File: src/rtl/exception_vector_fetch.sv
// Exception vector fetch sequencer.
// Accepts one exception request and captures its EPC and cause. It then reads
// the cause's vector byte from memory and latches it for the extension unit.
// Finally it issues a single PC load strobe with the vector select asserted.
module exception_vector_fetch #(
  parameter int         MEM_LATENCY   = 1,
  parameter logic [7:0] ADDR_OPCODE   = 8'd253,
  parameter logic [7:0] ADDR_OVERFLOW = 8'd254,
  parameter logic [7:0] ADDR_DIVZERO  = 8'd255
) (
  input  logic        clk,
  input  logic        reset,
  input  logic        exc_opcode,
  input  logic        exc_overflow,
  input  logic        exc_divzero,
  input  logic [31:0] epc_in,
  input  logic [7:0]  mem_rdata,
  output logic [31:0] mem_addr,
  output logic        mem_read,
  output logic [31:0] epc,
  output logic [1:0]  cause,
  output logic [7:0]  vector_byte,
  output logic        sel_vector,
  output logic        pc_write,
  output logic        busy
);

  typedef enum logic [1:0] {
    IDLE,
    READ,
    REDIRECT
  } state_t;

  state_t      state_q;
  logic [3:0]  cnt_q;
  logic [31:0] mem_addr_q;
  logic        mem_read_q;
  logic [31:0] epc_q;
  logic [1:0]  cause_q;
  logic [7:0]  vector_byte_q;
  logic        sel_vector_q;
  logic        pc_write_q;
  logic        busy_q;

  logic        req_any;
  logic [1:0]  cause_d;
  logic [7:0]  addr_d;

  // Priority encode the pending request: opcode > overflow > divzero
  always_comb begin
    req_any = exc_opcode | exc_overflow | exc_divzero;
    cause_d = 2'b00;
    addr_d  = '0;
    if (exc_opcode) begin
      cause_d = 2'b01;
      addr_d  = ADDR_OPCODE;
    end else if (exc_overflow) begin
      cause_d = 2'b10;
      addr_d  = ADDR_OVERFLOW;
    end else if (exc_divzero) begin
      cause_d = 2'b11;
      addr_d  = ADDR_DIVZERO;
    end
  end

  // Sequencer FSM with registered Moore outputs
  always_ff @(posedge clk or posedge reset) begin
    if (reset) begin
      state_q       <= IDLE;
      cnt_q         <= '0;
      mem_addr_q    <= '0;
      mem_read_q    <= 1'b0;
      epc_q         <= '0;
      cause_q       <= '0;
      vector_byte_q <= '0;
      sel_vector_q  <= 1'b0;
      pc_write_q    <= 1'b0;
      busy_q        <= 1'b0;
    end else begin
      case (state_q)
        IDLE: begin
          if (req_any) begin
            epc_q      <= epc_in;
            cause_q    <= cause_d;
            mem_addr_q <= {24'b0, addr_d};
            cnt_q      <= 4'(MEM_LATENCY - 1);
            mem_read_q <= 1'b1;
            busy_q     <= 1'b1;
            state_q    <= READ;
          end
        end
        READ: begin
          if (cnt_q == '0) begin
            vector_byte_q <= mem_rdata;
            mem_read_q    <= 1'b0;
            pc_write_q    <= 1'b1;
            sel_vector_q  <= 1'b1;
            state_q       <= REDIRECT;
          end else begin
            cnt_q <= cnt_q - 4'd1;
          end
        end
        REDIRECT: begin
          pc_write_q   <= 1'b0;
          sel_vector_q <= 1'b0;
          busy_q       <= 1'b0;
          state_q      <= IDLE;
        end
        default: begin
          state_q <= IDLE;
        end
      endcase
    end
  end

  // Flag an illegal memory latency during simulation
  always_ff @(posedge clk) begin
    assert (MEM_LATENCY >= 1 && MEM_LATENCY <= 15)
      else $error("exception_vector_fetch: MEM_LATENCY=%0d outside 1..15", MEM_LATENCY);
  end

  assign mem_addr    = mem_addr_q;
  assign mem_read    = mem_read_q;
  assign epc         = epc_q;
  assign cause       = cause_q;
  assign vector_byte = vector_byte_q;
  assign sel_vector  = sel_vector_q;
  assign pc_write    = pc_write_q;
  assign busy        = busy_q;

endmodule
File: config.mk
export PLATFORM = sky130hd
export DESIGN_NAME = exception_vector_fetch
export DESIGN_NICKNAME = d
export VERILOG_FILES = /design/src/rtl/exception_vector_fetch.sv
export SDC_FILE = /design/constraint.sdc
export NUM_CORES = 1
export LEC_CHECK = 0
export CAP_MARGIN = 30
export CORE_UTILIZATION = 40
export CTS_CLUSTER_DIAMETER = 200
export DETAILED_ROUTE_END_ITERATION = 8
export GPL_ROUTABILITY_DRIVEN = 1
export HOLD_SLACK_MARGIN = 0.02
export PLACE_DENSITY = 0.77
export SLEW_MARGIN = 30
export SYNTH_ARGS = -nofsm -noshare
export SYNTH_HDL_FRONTEND = slang
export SYNTH_SLANG_ARGS = --single-unit
File: constraint.sdc
create_clock -name clk -period 1.8 [get_ports clk]
set_input_delay 0.45 -clock clk [delete_from_list [all_inputs] [get_ports clk]]
set_output_delay 0.45 -clock clk [all_outputs]
set_load 0.005 [all_outputs]
==> results.md <==
- Status: completed
- Nets: 324
- Vias in the first global route: 1530
- Port Buffers: 98
- WP depth: 4
- Fin. max-slew vios: 0
- Die W: 79.8 µm
- Tot GR Track Use: 15.1%
- Clock Tree Root: clkbuf_8
- Max clock buf depth: 2
- Max_cap viols: 0
- Area leader, netlist: dfrtp_1
- Library cells used by synthesis: 31
- Largest net degree at the start of global routing: 37
- Slowest-stage cell, CP: clkdlybuf4s50_1
- Worst Hold Class: flop to flop
- Post-Place Worst Slack: -344 ps
- WS Path Type: input pin to flop
- Critical path buffers and inverters: 1
- Tmin final: 1720 ps
- Sequential Area: 1300 µm²
- Die height: 79.8 µm
- CTS Hold Bufs: 0
- Worst Path Arrival: 1900 ps
- RR Endpoint: vector_byte[7]
- Ratio of cells with drive above 1 in the final layout: 20.1%
- Critical Path End: epc[10]
- CTS sink count: 52
- Share of the synthesized area in the top cell type: 53.8%
- P&R area growth vs syn: 43.0%
- Final period utilization: 95.4%
- Routed wire length: 4800 µm
- FMAX: 0.582 GHz
- Gpl congestion: 0.791
- I/O Pins: 123
- Reg2reg setup slack: 210 ps
- Cell Pwr Density: 1650 nW/µm²
- Top cells by area, synth: dfrtp_1, mux2_4, buf_4, mux2_2, mux2_1
- TritonCTS buffer count: 5
- DP HPWL: 3460 µm
- Via-to-Cell Ratio: 4.53
- Ys Warns: 0
- Initial core utilization: 42.6%
- Critical Path Start: exc_opcode
- Die ar.: 6360 µm²
- CP max stage delay: 430 ps
- Setup TNS: 0 ps
- Clock slew at reported path FFs: 90 ps
- #FFs+latches synth: 52
- CTS tree: done
- Diodes inserted: 0
- Total gr overflow: 0
- Setup WS post-layout: 82.2 ps
- Dpl cells: 341
- Worst vdd ir: 0.731 mV
- WL/cell: 13.7 µm
- Fin cells: 350
- Final Hold Viols: 0
- Crit end category: flop
- Leak: 1.56 nW
- Clock latency on the worst-skew pair: 290 ps
- Multi-input gate area: 892 µm²
- Post-synthesis sequential area ratio: 53.8%
- First-pass GRT wire length: 7350 µm
- CP startpoint kind: input pin
- Initial antenna violation count: 0
- Vias: 1585
- CORE AREA: 5680 µm²
- Cell row count: 27
- Clock skew: 5.96 ps
- Filler cells: 483
- ANT nets after route: 0
- Worst Path Required: 1980 ps
- Worst r2r src: cnt_q[0]
- Post-Syn Area: 2420 µm²
- CP delay by family, top: simple AND/OR/NAND/NOR gates
- Worst-path fanout max: 18
- Drt drc: 0
- Pre-antenna DRT Iters: 4
- H-tree depth: 2
- Post-Synthesis Cells: 176
- Critical path, cell by cell: clkdlybuf4s50_1 -> or3_4 -> and2_4 -> mux2_1
- Reg2Reg Depth: 6
- Final Setup Violations: 0
- RSZ-0062 raised after global routing: no
- Synth Area per Inst: 13.7 µm²
- Number of DRC markers in iteration 0: 45
[cell type report]
| type | instances | share of cell area [%] |
|---|---|---|
| clock buffers | 8 | 2.60 |
| inverters | 8 | 0.868 |
| multi-input cells | 102 | 25.8 |
| flip-flops and latches | 52 | 37.6 |
| well taps | 72 | 2.60 |
| repair buffers | 108 | 30.5 |
[repair_timing]
| action | CTS | global route |
|---|---|---|
| setup endpoints to repair | 6 | 34 |
| cloned | 0 | 1 |
| buffers inserted | 0 | 0 |
| resized for setup | 0 | 2 |
[registers in the layout, summed over array words and instances (netlist names)]
| signal | count |
|---|---|
| vector_byte | 8 |
| state_q | 2 |
| busy | 1 |
| cnt_q | 4 |
| pc_write | 1 |
| mem_addr | 2 |
| cause | 1 |
| epc | 32 |
| mem_read | 1 |
[cells in the final DEF, fill, tap and decap left out]
| cell | n |
|---|---|
| a211o_1 | 2 |
| a21o_1 | 1 |
| a21oi_1 | 7 |
| a32oi_1 | 1 |
| and2_4 | 2 |
| and3_1 | 2 |
| buf_4 | 10 |
| clkbuf_1 | 2 |
| clkbuf_8 | 6 |
| clkdlybuf4s50_1 | 98 |
| conb_1 | 24 |
| dfrtp_1 | 52 |
| ha_1 | 2 |
| inv_1 | 7 |
| inv_2 | 1 |
| mux2_1 | 6 |
| mux2_2 | 8 |
| mux2_4 | 26 |
| nand2_1 | 3 |
| nand2b_1 | 1 |
| nand3b_1 | 1 |
| nand4_1 | 1 |
| nor2_1 | 2 |
| nor2b_1 | 1 |
| nor3_1 | 1 |
| nor3b_1 | 1 |
| nor3b_2 | 1 |
| nor4_1 | 1 |
| o21ai_0 | 3 |
| o41ai_1 | 1 |
| or2_1 | 1 |
| or2_2 | 1 |
| or3_1 | 1 |
| or3_4 | 1 |
[power by group]
group / internal [mW] / switching, mW / total (mW)
registers: 1.75 / 0.353 / 2.11
logic: 1.99 / 0.944 / 2.93
clock network: 0.314 / 0.351 / 0.665
total: 4.05 / 1.65 / 5.70
[cells in the mapped netlist]
cell	count
buf_6	4
or3_4	1
a21o_1	1
nor2_1	2
nand4_1	1
o41ai_1	1
nor3_1	1
or2_2	1
conb_1	1
o21ai_0	3
dfrtp_1	52
and2_4	1
a21oi_1	7
ha_1	2
nand2_1	3
a211o_1	2
a32oi_1	1
nand2b_1	1
buf_4	32
mux2_1	6
or2_1	1
nand3b_1	1
nor4_1	1
nor2b_1	1
inv_1	8
buf_2	2
or3_1	1
nor3b_1	2
and3_1	2
mux2_2	8
mux2_4	26
[per-stage QoR]
| stage | hold slack [ps] | util [%] | instance area [µm²] | power (mW) |
|---|---|---|---|---|
| 2_1_floorplan | 474 | - | 2500 | 3.67 |
| 3_3_place_gp | 464 | 59.1 | 3360 | 4.95 |
| 3_5_place_dp | 475 | 59.1 | 3360 | 5.04 |
| 4_1_cts | 495 | 60.7 | 3450 | 5.73 |
| 5_1_grt | 516 | 61.0 | 3460 | 6.09 |
| 6_report | 491 | 61.0 | 3460 | 5.70 |
[layer usage]
layer  wire length (µm)  vias to the layer above  global-route usage, %
met5                  0                        -                      0
met4                 38                        0                   3.75
met3                332                        7                   4.91
met2               2390                       72                   25.6
met1               2040                      768                   18.7
li1                   -                      738                      -
[how the worst min path moves through the flow]
| stage | cells past startpoint | start | endpoint | slack, ps |
|---|---|---|---|---|
| 6_report | 1 | epc[7] | epc[7] | 490 |
| 5_1_grt | 1 | epc[8] | epc[8] | 520 |
| 4_1_cts | 3 | reset | epc[10] | 500 |
| 3_5_place_dp | 1 | epc[7] | epc[7] | 480 |
| 3_3_place_gp | 1 | mem_read | mem_read | 460 |
| 2_1_floorplan | 1 | mem_read | mem_read | 470 |
[kinds of logic (layout without fill, tap and decap cells)]
logic type               after synthesis  in the layout  share of synthesized area (%)
AO/OA/AOI/OAI                         15             15                           3.83
adder cells (fa/ha/maj)                2              2                           1.03
buffers and inverters                 46            124                           13.5
flip-flops                            52             52                           53.8
multiplexers                          40             40                           22.7
other                                  1             24                          0.155
AND/OR/NAND/NOR                       20             21                           5.07
[worst reg2reg max path: cells and delay by family (launching register included)]
family	cells	cell delay, ps
flops	1	420
fa+ha+maj	1	240
mux	1	340
buf+inv	2	260
simple gates	2	220
Note: power is estimated with default switching activity, not from simulation.
